--- src/rtl/sccomp_run_ctrl_pkg.sv ---
// Shared types and helpers for the sccomp run controller.
package sccomp_run_ctrl_pkg;

    typedef enum logic [1:0] {
        ST_IDLE  = 2'd0,
        ST_RESET = 2'd1,
        ST_RUN   = 2'd2,
        ST_DONE  = 2'd3
    } state_t;

    typedef enum logic [1:0] {
        RSN_NONE    = 2'b00,
        RSN_HALT    = 2'b01,
        RSN_TIMEOUT = 2'b10,
        RSN_FAULT   = 2'b11
    } reason_t;

    localparam int PC_W    = 32;
    localparam int INSTR_W = 32;
    localparam int REC_W   = PC_W + INSTR_W;

    // Step counter increment that sticks at all-ones instead of wrapping.
    function automatic logic [31:0] sat_inc32(input logic [31:0] v);
        return (v == 32'hFFFF_FFFF) ? v : v + 32'd1;
    endfunction

    // End-of-run classification for the step being retired; a misaligned PC
    // outranks reaching the halt address, which outranks the watchdog.
    function automatic reason_t end_reason(input logic [31:0] pc,
                                           input logic [31:0] cnt,
                                           input logic [31:0] halt_pc,
                                           input logic [32:0] max_steps);
        if (pc[1:0] != 2'b00)
            return RSN_FAULT;
        else if (pc == halt_pc)
            return RSN_HALT;
        else if (({1'b0, cnt} + 33'd1) == max_steps)
            return RSN_TIMEOUT;
        else
            return RSN_NONE;
    endfunction

endpackage

--- src/rtl/sccomp_run_ctrl_sync_fifo.sv ---
// Small synchronous FIFO for trace records; head entry is visible on dout.
module sync_fifo #(
    parameter int WIDTH = 64,
    parameter int DEPTH = 4
) (
    input  logic             clk,
    input  logic             rst,
    input  logic             flush,
    input  logic             push,
    input  logic [WIDTH-1:0] din,
    input  logic             pop,
    output logic [WIDTH-1:0] dout,
    output logic             full,
    output logic             empty
);
    localparam int AW = (DEPTH > 1) ? $clog2(DEPTH) : 1;

    logic [WIDTH-1:0] mem [DEPTH];
    logic [AW-1:0]    wr_ptr;
    logic [AW-1:0]    rd_ptr;
    logic [AW:0]      count;
    logic             do_push;
    logic             do_pop;

    assign do_push = push && !full;
    assign do_pop  = pop && !empty;
    assign full    = (count == (AW+1)'(DEPTH));
    assign empty   = (count == '0);
    // Empty FIFO presents zeros so the sink never sees stale payload.
    assign dout    = empty ? '0 : mem[rd_ptr];

    // Pointer and occupancy bookkeeping; pointers wrap naturally at DEPTH.
    always_ff @(posedge clk) begin
        if (rst || flush) begin
            wr_ptr <= '0;
            rd_ptr <= '0;
            count  <= '0;
        end else begin
            if (do_push) wr_ptr <= wr_ptr + 1'b1;
            if (do_pop)  rd_ptr <= rd_ptr + 1'b1;
            case ({do_push, do_pop})
                2'b10:   count <= count + 1'b1;
                2'b01:   count <= count - 1'b1;
                default: count <= count;
            endcase
        end
    end

    // Storage write; contents need no reset because occupancy guards reads.
    always_ff @(posedge clk) begin
        if (do_push) mem[wr_ptr] <= din;
    end

endmodule

--- src/rtl/sccomp_run_ctrl.sv ---
// Run controller for sccomp: CPU reset sequencing, step gating, end-of-run
// detection and a back-pressured trace stream of retired {pc,instr}.
module sccomp_run_ctrl
    import sccomp_run_ctrl_pkg::*;
#(
    parameter int          RST_CYCLES  = 5,
    parameter int          MAX_STEPS   = 10000,
    parameter logic [31:0] HALT_PC     = 32'hFFFF_FFFC,
    parameter int          TRACE_DEPTH = 4
) (
    input  logic        clk,
    input  logic        rst,
    input  logic        start,
    output logic        cpu_rstn,
    output logic        cpu_step_en,
    input  logic [31:0] cpu_pc,
    input  logic [31:0] cpu_instr,
    output logic        trc_valid,
    input  logic        trc_ready,
    output logic [31:0] trc_pc,
    output logic [31:0] trc_instr,
    output logic        busy,
    output logic        done,
    output logic [1:0]  reason,
    output logic [31:0] step_cnt
);
    localparam int RCNT_W = (RST_CYCLES > 1) ? $clog2(RST_CYCLES) : 1;
    localparam logic [RCNT_W-1:0] RCNT_LAST = RCNT_W'(RST_CYCLES - 1);

    state_t           state;
    reason_t          rsn;
    reason_t          end_rsn;
    logic [RCNT_W-1:0] rcnt;
    logic             start_ok;
    logic             step;
    logic             fifo_full;
    logic             fifo_empty;
    logic [REC_W-1:0] rec_head;

    // A run may only be (re)launched from IDLE or DONE; launching flushes the trace.
    assign start_ok    = start && ((state == ST_IDLE) || (state == ST_DONE));
    // rst gates the CPU controls combinationally so the CPU is held the same cycle.
    assign step        = !rst && (state == ST_RUN) && !fifo_full;
    assign cpu_step_en = step;
    assign cpu_rstn    = !rst && ((state == ST_RUN) || (state == ST_DONE));
    assign busy        = (state == ST_RESET) || (state == ST_RUN);
    assign done        = (state == ST_DONE);
    assign reason      = rsn;
    assign end_rsn     = end_reason(cpu_pc, step_cnt, HALT_PC, 33'(MAX_STEPS));

    assign trc_valid = !fifo_empty;
    assign trc_pc    = rec_head[REC_W-1:INSTR_W];
    assign trc_instr = rec_head[INSTR_W-1:0];

    sync_fifo #(
        .WIDTH (REC_W),
        .DEPTH (TRACE_DEPTH)
    ) u_trace_fifo (
        .clk   (clk),
        .rst   (rst),
        .flush (start_ok),
        .push  (step),
        .din   ({cpu_pc, cpu_instr}),
        .pop   (trc_valid && trc_ready),
        .dout  (rec_head),
        .full  (fifo_full),
        .empty (fifo_empty)
    );

    // Run FSM with reset-hold counter, retired-step counter and latched end reason.
    always_ff @(posedge clk) begin
        if (rst) begin
            state    <= ST_IDLE;
            rcnt     <= '0;
            step_cnt <= '0;
            rsn      <= RSN_NONE;
        end else begin
            case (state)
                ST_IDLE, ST_DONE: begin
                    if (start) begin
                        state    <= ST_RESET;
                        rcnt     <= '0;
                        step_cnt <= '0;
                        rsn      <= RSN_NONE;
                    end
                end
                ST_RESET: begin
                    if (rcnt == RCNT_LAST)
                        state <= ST_RUN;
                    else
                        rcnt <= rcnt + 1'b1;
                end
                ST_RUN: begin
                    if (step) begin
                        step_cnt <= sat_inc32(step_cnt);
                        if (end_rsn != RSN_NONE) begin
                            rsn   <= end_rsn;
                            state <= ST_DONE;
                        end
                    end
                end
            endcase
        end
    end

endmodule

--- config.mk ---
export PLATFORM = sky130hd
export DESIGN_NAME = sccomp_run_ctrl
export DESIGN_NICKNAME = d
export VERILOG_FILES = /design/src/rtl/sccomp_run_ctrl_pkg.sv /design/src/rtl/sccomp_run_ctrl_sync_fifo.sv /design/src/rtl/sccomp_run_ctrl.sv
export SDC_FILE = /design/constraint.sdc
export NUM_CORES = 1
export LEC_CHECK = 0
export BUFFER_PORTS_ARGS = -buffer_cell sky130_fd_sc_hd__buf_2
export CORE_MARGIN = 1
export CORE_UTILIZATION = 58
export DETAILED_ROUTE_END_ITERATION = 6
export GPL_TIMING_DRIVEN = 0
export PLACE_DENSITY = 0.9
export SYNTH_ARGS = -nofsm -noshare
export SYNTH_HDL_FRONTEND = slang
export SYNTH_SLANG_ARGS = --single-unit
--- constraint.sdc ---
create_clock -name clk -period 3.9 [get_ports clk]
set_clock_uncertainty 0.05 [all_clocks]
set_input_delay 0.195 -clock clk [delete_from_list [all_inputs] [get_ports clk]]
set_output_delay 0.195 -clock clk [all_outputs]
set_load 0.01 [all_outputs]
==> flow_summary.yaml <==
clock_tree:
  htreeDepth: 1
  clock_sinks: 304
  cts_inserted_buffers: 30
  clk_pin_slew_worst_paths_ns: 0.06
  cts_setup_buffers: 0
  clk_latency_ns: 0.55
  root_buffer: "clkbuf_16"
  clk_path_buf_depth: 3
  cts_tree: "done"
setup_path:
  path_class: "reg -> out"
  cp-start-kind: "flip-flop"
  critical_path.max_fanout: 10
  cp.required_ns: 3.65
  reg2reg_from: "step_cnt[1]"
  crit_arrival_ns: 3.41
  cp-endpoint: "trc_pc[2]"
  rr_worst_depth: 10
  rrSetupSlack_ns: 0.33
  r2r_end: "state[1]"
  endpoint_kind: "primary output"
pwr:
  net-switching-power_w: 0.00230
  intPower_w: 0.00596
  seq_power_share_pct: 45.1
  clock_power_share_pct: 36.3
  p_comb_share_pct: 18.6
  leakage_nw: 5.65
  p_sw_share_pct: 27.8
  power.density_nw_per_um2: 513
  vdd_drop_max_uv: 366
global_route:
  grt.overflow.total: 0
  grt_pass1_vias: 9455
  groute.usage.overall_pct: 33.5
  grt_max_degree: 65
  grt_pass1_wl_microns: 57900
  antenna_found_initial: 2
floorplan:
  pin_count: 171
  die-area_sq_um: 23200
  core_sq_um: 22000
  initial_core_util_pct: 59.6
  rows: 54
  die_x_microns: 152
  die_h_microns: 152
final_layout:
  nets: 1236
  nFillCells: 1226
  finalNonFillerCells: 1460
  drive_gt1_share_pct: 27.1
  layout_commonest_cell: "edfxtp_1"
  synthToLayoutAreaGrowth_pct: 23.0
  final_cell_mix: "edfxtp_1, buf_2, and2_1, dlygate4sd3_1, mux4_2"
timing:
  min_period_ns: 3.66
  hold_slack_ns: 0.0555
  slew-limit-headroom_pct: 31.3
  setup_viol: 0
  hold_viol_final: 0
  worstMarginPinSlew_ns: 1.03
  post-route-period-util_pct: 93.8
  rsz0062_at_grt: "no"
  fin_tns_setup_ns: 0
  clock.fmax_ghz: 0.273
  drv_slew: 0
placement:
  hpwl_microns: 21600
  port_buffers: 170
  place_congestion: 0.935
  dpl.cell_count: 1337
route:
  drtPass1Iterations: 7
  drt-total-wl_microns: 38800
  wl_per_cell_microns: 26.5
  drtIter0Drc: 985
  vias_per_cell: 6.48
  vias: 9459
  postRouteAntennaNets: 0
  drc: 19
synth:
  synthCells: 883
  synth.largest_area_cell: "edfxtp_1"
  netlist_area_sq_um: 13100
  ys_top_cells_by_area: "edfxtp_1, mux4_2, dfxtp_1"
  ys_seq_elements: 304
  ys.flop_type: "edfxtp_1"
  synth-edff-count: 256
  synth_top_area_share_pct: 58.7
  seq_area_frac_synth_pct: 66.1
  synth_fp_nets: 964
  yosysUniqueCellTypes: 64
  yosys_warnings: 0
  async_reset_ff_share_pct: 0
  synth_area_per_cell_sq_um: 14.8
run:
  maxCapViolations: 0
outcome:
  outcome: "finished with violations"
  violations: "DRC"
hold_path:
  hold_class: "in -> reg"
## critical path, cell delays in order, from the launching register on
cell,delay (ns)
dfxtp_1,0.31
clkbuf_1,0.76
buf_1,0.76
mux4_2,0.63
and2_1,0.23
buf_2,0.17
## final cells by class
type                            instances  area (sq um)  share of cell area, %
Sequential cell                       304          8650                   53.7
Multi-Input combinational cell        513          4210                   26.1
Timing Repair Buffer                  240          1620                   10.1
Clock buffer                           35           791                   4.91
Tap cell                              280           350                   2.18
Clock inverter                         21           223                   1.38
Buffer                                 49           201                   1.25
Inverter                               17          63.8                  0.396
Antenna cell                            1          2.50                 0.0155
## logic make-up after synthesis
| kind of cell | Yosys count | synth area share [%] |
|---|---|---|
| compound gates | 114 | 5.39 |
| mux | 67 | 11.2 |
| simple gates | 306 | 13.1 |
| fa+ha+maj | 13 | 1.30 |
| flops | 304 | 66.1 |
| xor+xnor | 13 | 0.870 |
| buf+inv | 66 | 2.03 |
## layer usage
layer  vias to the layer above  part of all wire [%]  global-route usage [%]
met2                       775                    50                    57.8
met4                         2                   4.0                    14.4
met3                       118                    11                    5.60
met5                         -                 0.034                       0
li1                       3965                     -                       -
met1                      4599                    35                    42.0
## how the worst min path moves through the flow
stage / start / endpoint / slack (ns) / depth (start not counted)
5_1_grt: trc_ready / flip-flop / 0.09 / 4
4_1_cts: trc_ready / flip-flop / 0.05 / 4
2_1_floorplan: cpu_instr[0] / u_trace_fifo.mem[0][0] / 0.24 / 0
6_report: trc_ready / flip-flop / 0.06 / 4
3_5_place_dp: cpu_instr[9] / u_trace_fifo.mem[3][9] / 0.37 / 1
3_3_place_gp: cpu_instr[26] / u_trace_fifo.mem[3][26] / 0.36 / 1
## power by group through the flow
| stage | logic [W] | clock network, W | registers, W |
|---|---|---|---|
| floorplan | 0.000887 | 0 | 0.00377 |
| global placement | 0.00134 | 0 | 0.00378 |
| detailed placement | 0.00140 | 0 | 0.00378 |
| CTS | 0.00148 | 0.00298 | 0.00372 |
| global route | 0.00163 | 0.00313 | 0.00373 |
| finish | 0.00154 | 0.00300 | 0.00373 |
## Yosys cell counts (14+ instances only)
master and n:
buf_2 14, a21o_1 14, nand3_1 20, a21oi_1 43
clkbuf_1 27, nand4_1 22, and2_1 70, edfxtp_1 256
nor3_1 23, inv_1 16, nor2_1 63, dfxtp_1 48
nand2_1 37, mux4_2 64, o21ai_0 25
## per-stage QoR
step / power [W] / setup WS [ns] / instance area [sq um] / util, %
global placement: 0.00512 / -0.452 / 14300 / 65.1
floorplan: 0.00466 / 0.676 / 13100 / -
global route: 0.00850 / 0.0478 / 16100 / 73.4
detailed placement: 0.00518 / 0.197 / 14400 / 65.6
CTS: 0.00818 / 0.143 / 16100 / 73.3
finish: 0.00827 / 0.242 / 16100 / 73.4
## what timing repair did
item / CTS / global route
hold buffers: 66 / 0
endpoints found under the setup margin: 0 / 15
resized for setup: 0 / 3
hold endpoints to repair: 259 / 0
## sequential cells by signal (all words and copies together) (netlist names), named ones only
register,cells
u_trace_fifo.mem,256
step_cnt,32
rcnt,3
u_trace_fifo.count,3
reason,2
state,2
u_trace_fifo.rd_ptr,2
u_trace_fifo.wr_ptr,2
No activity file was read; power rests on OpenSTA's default activity.
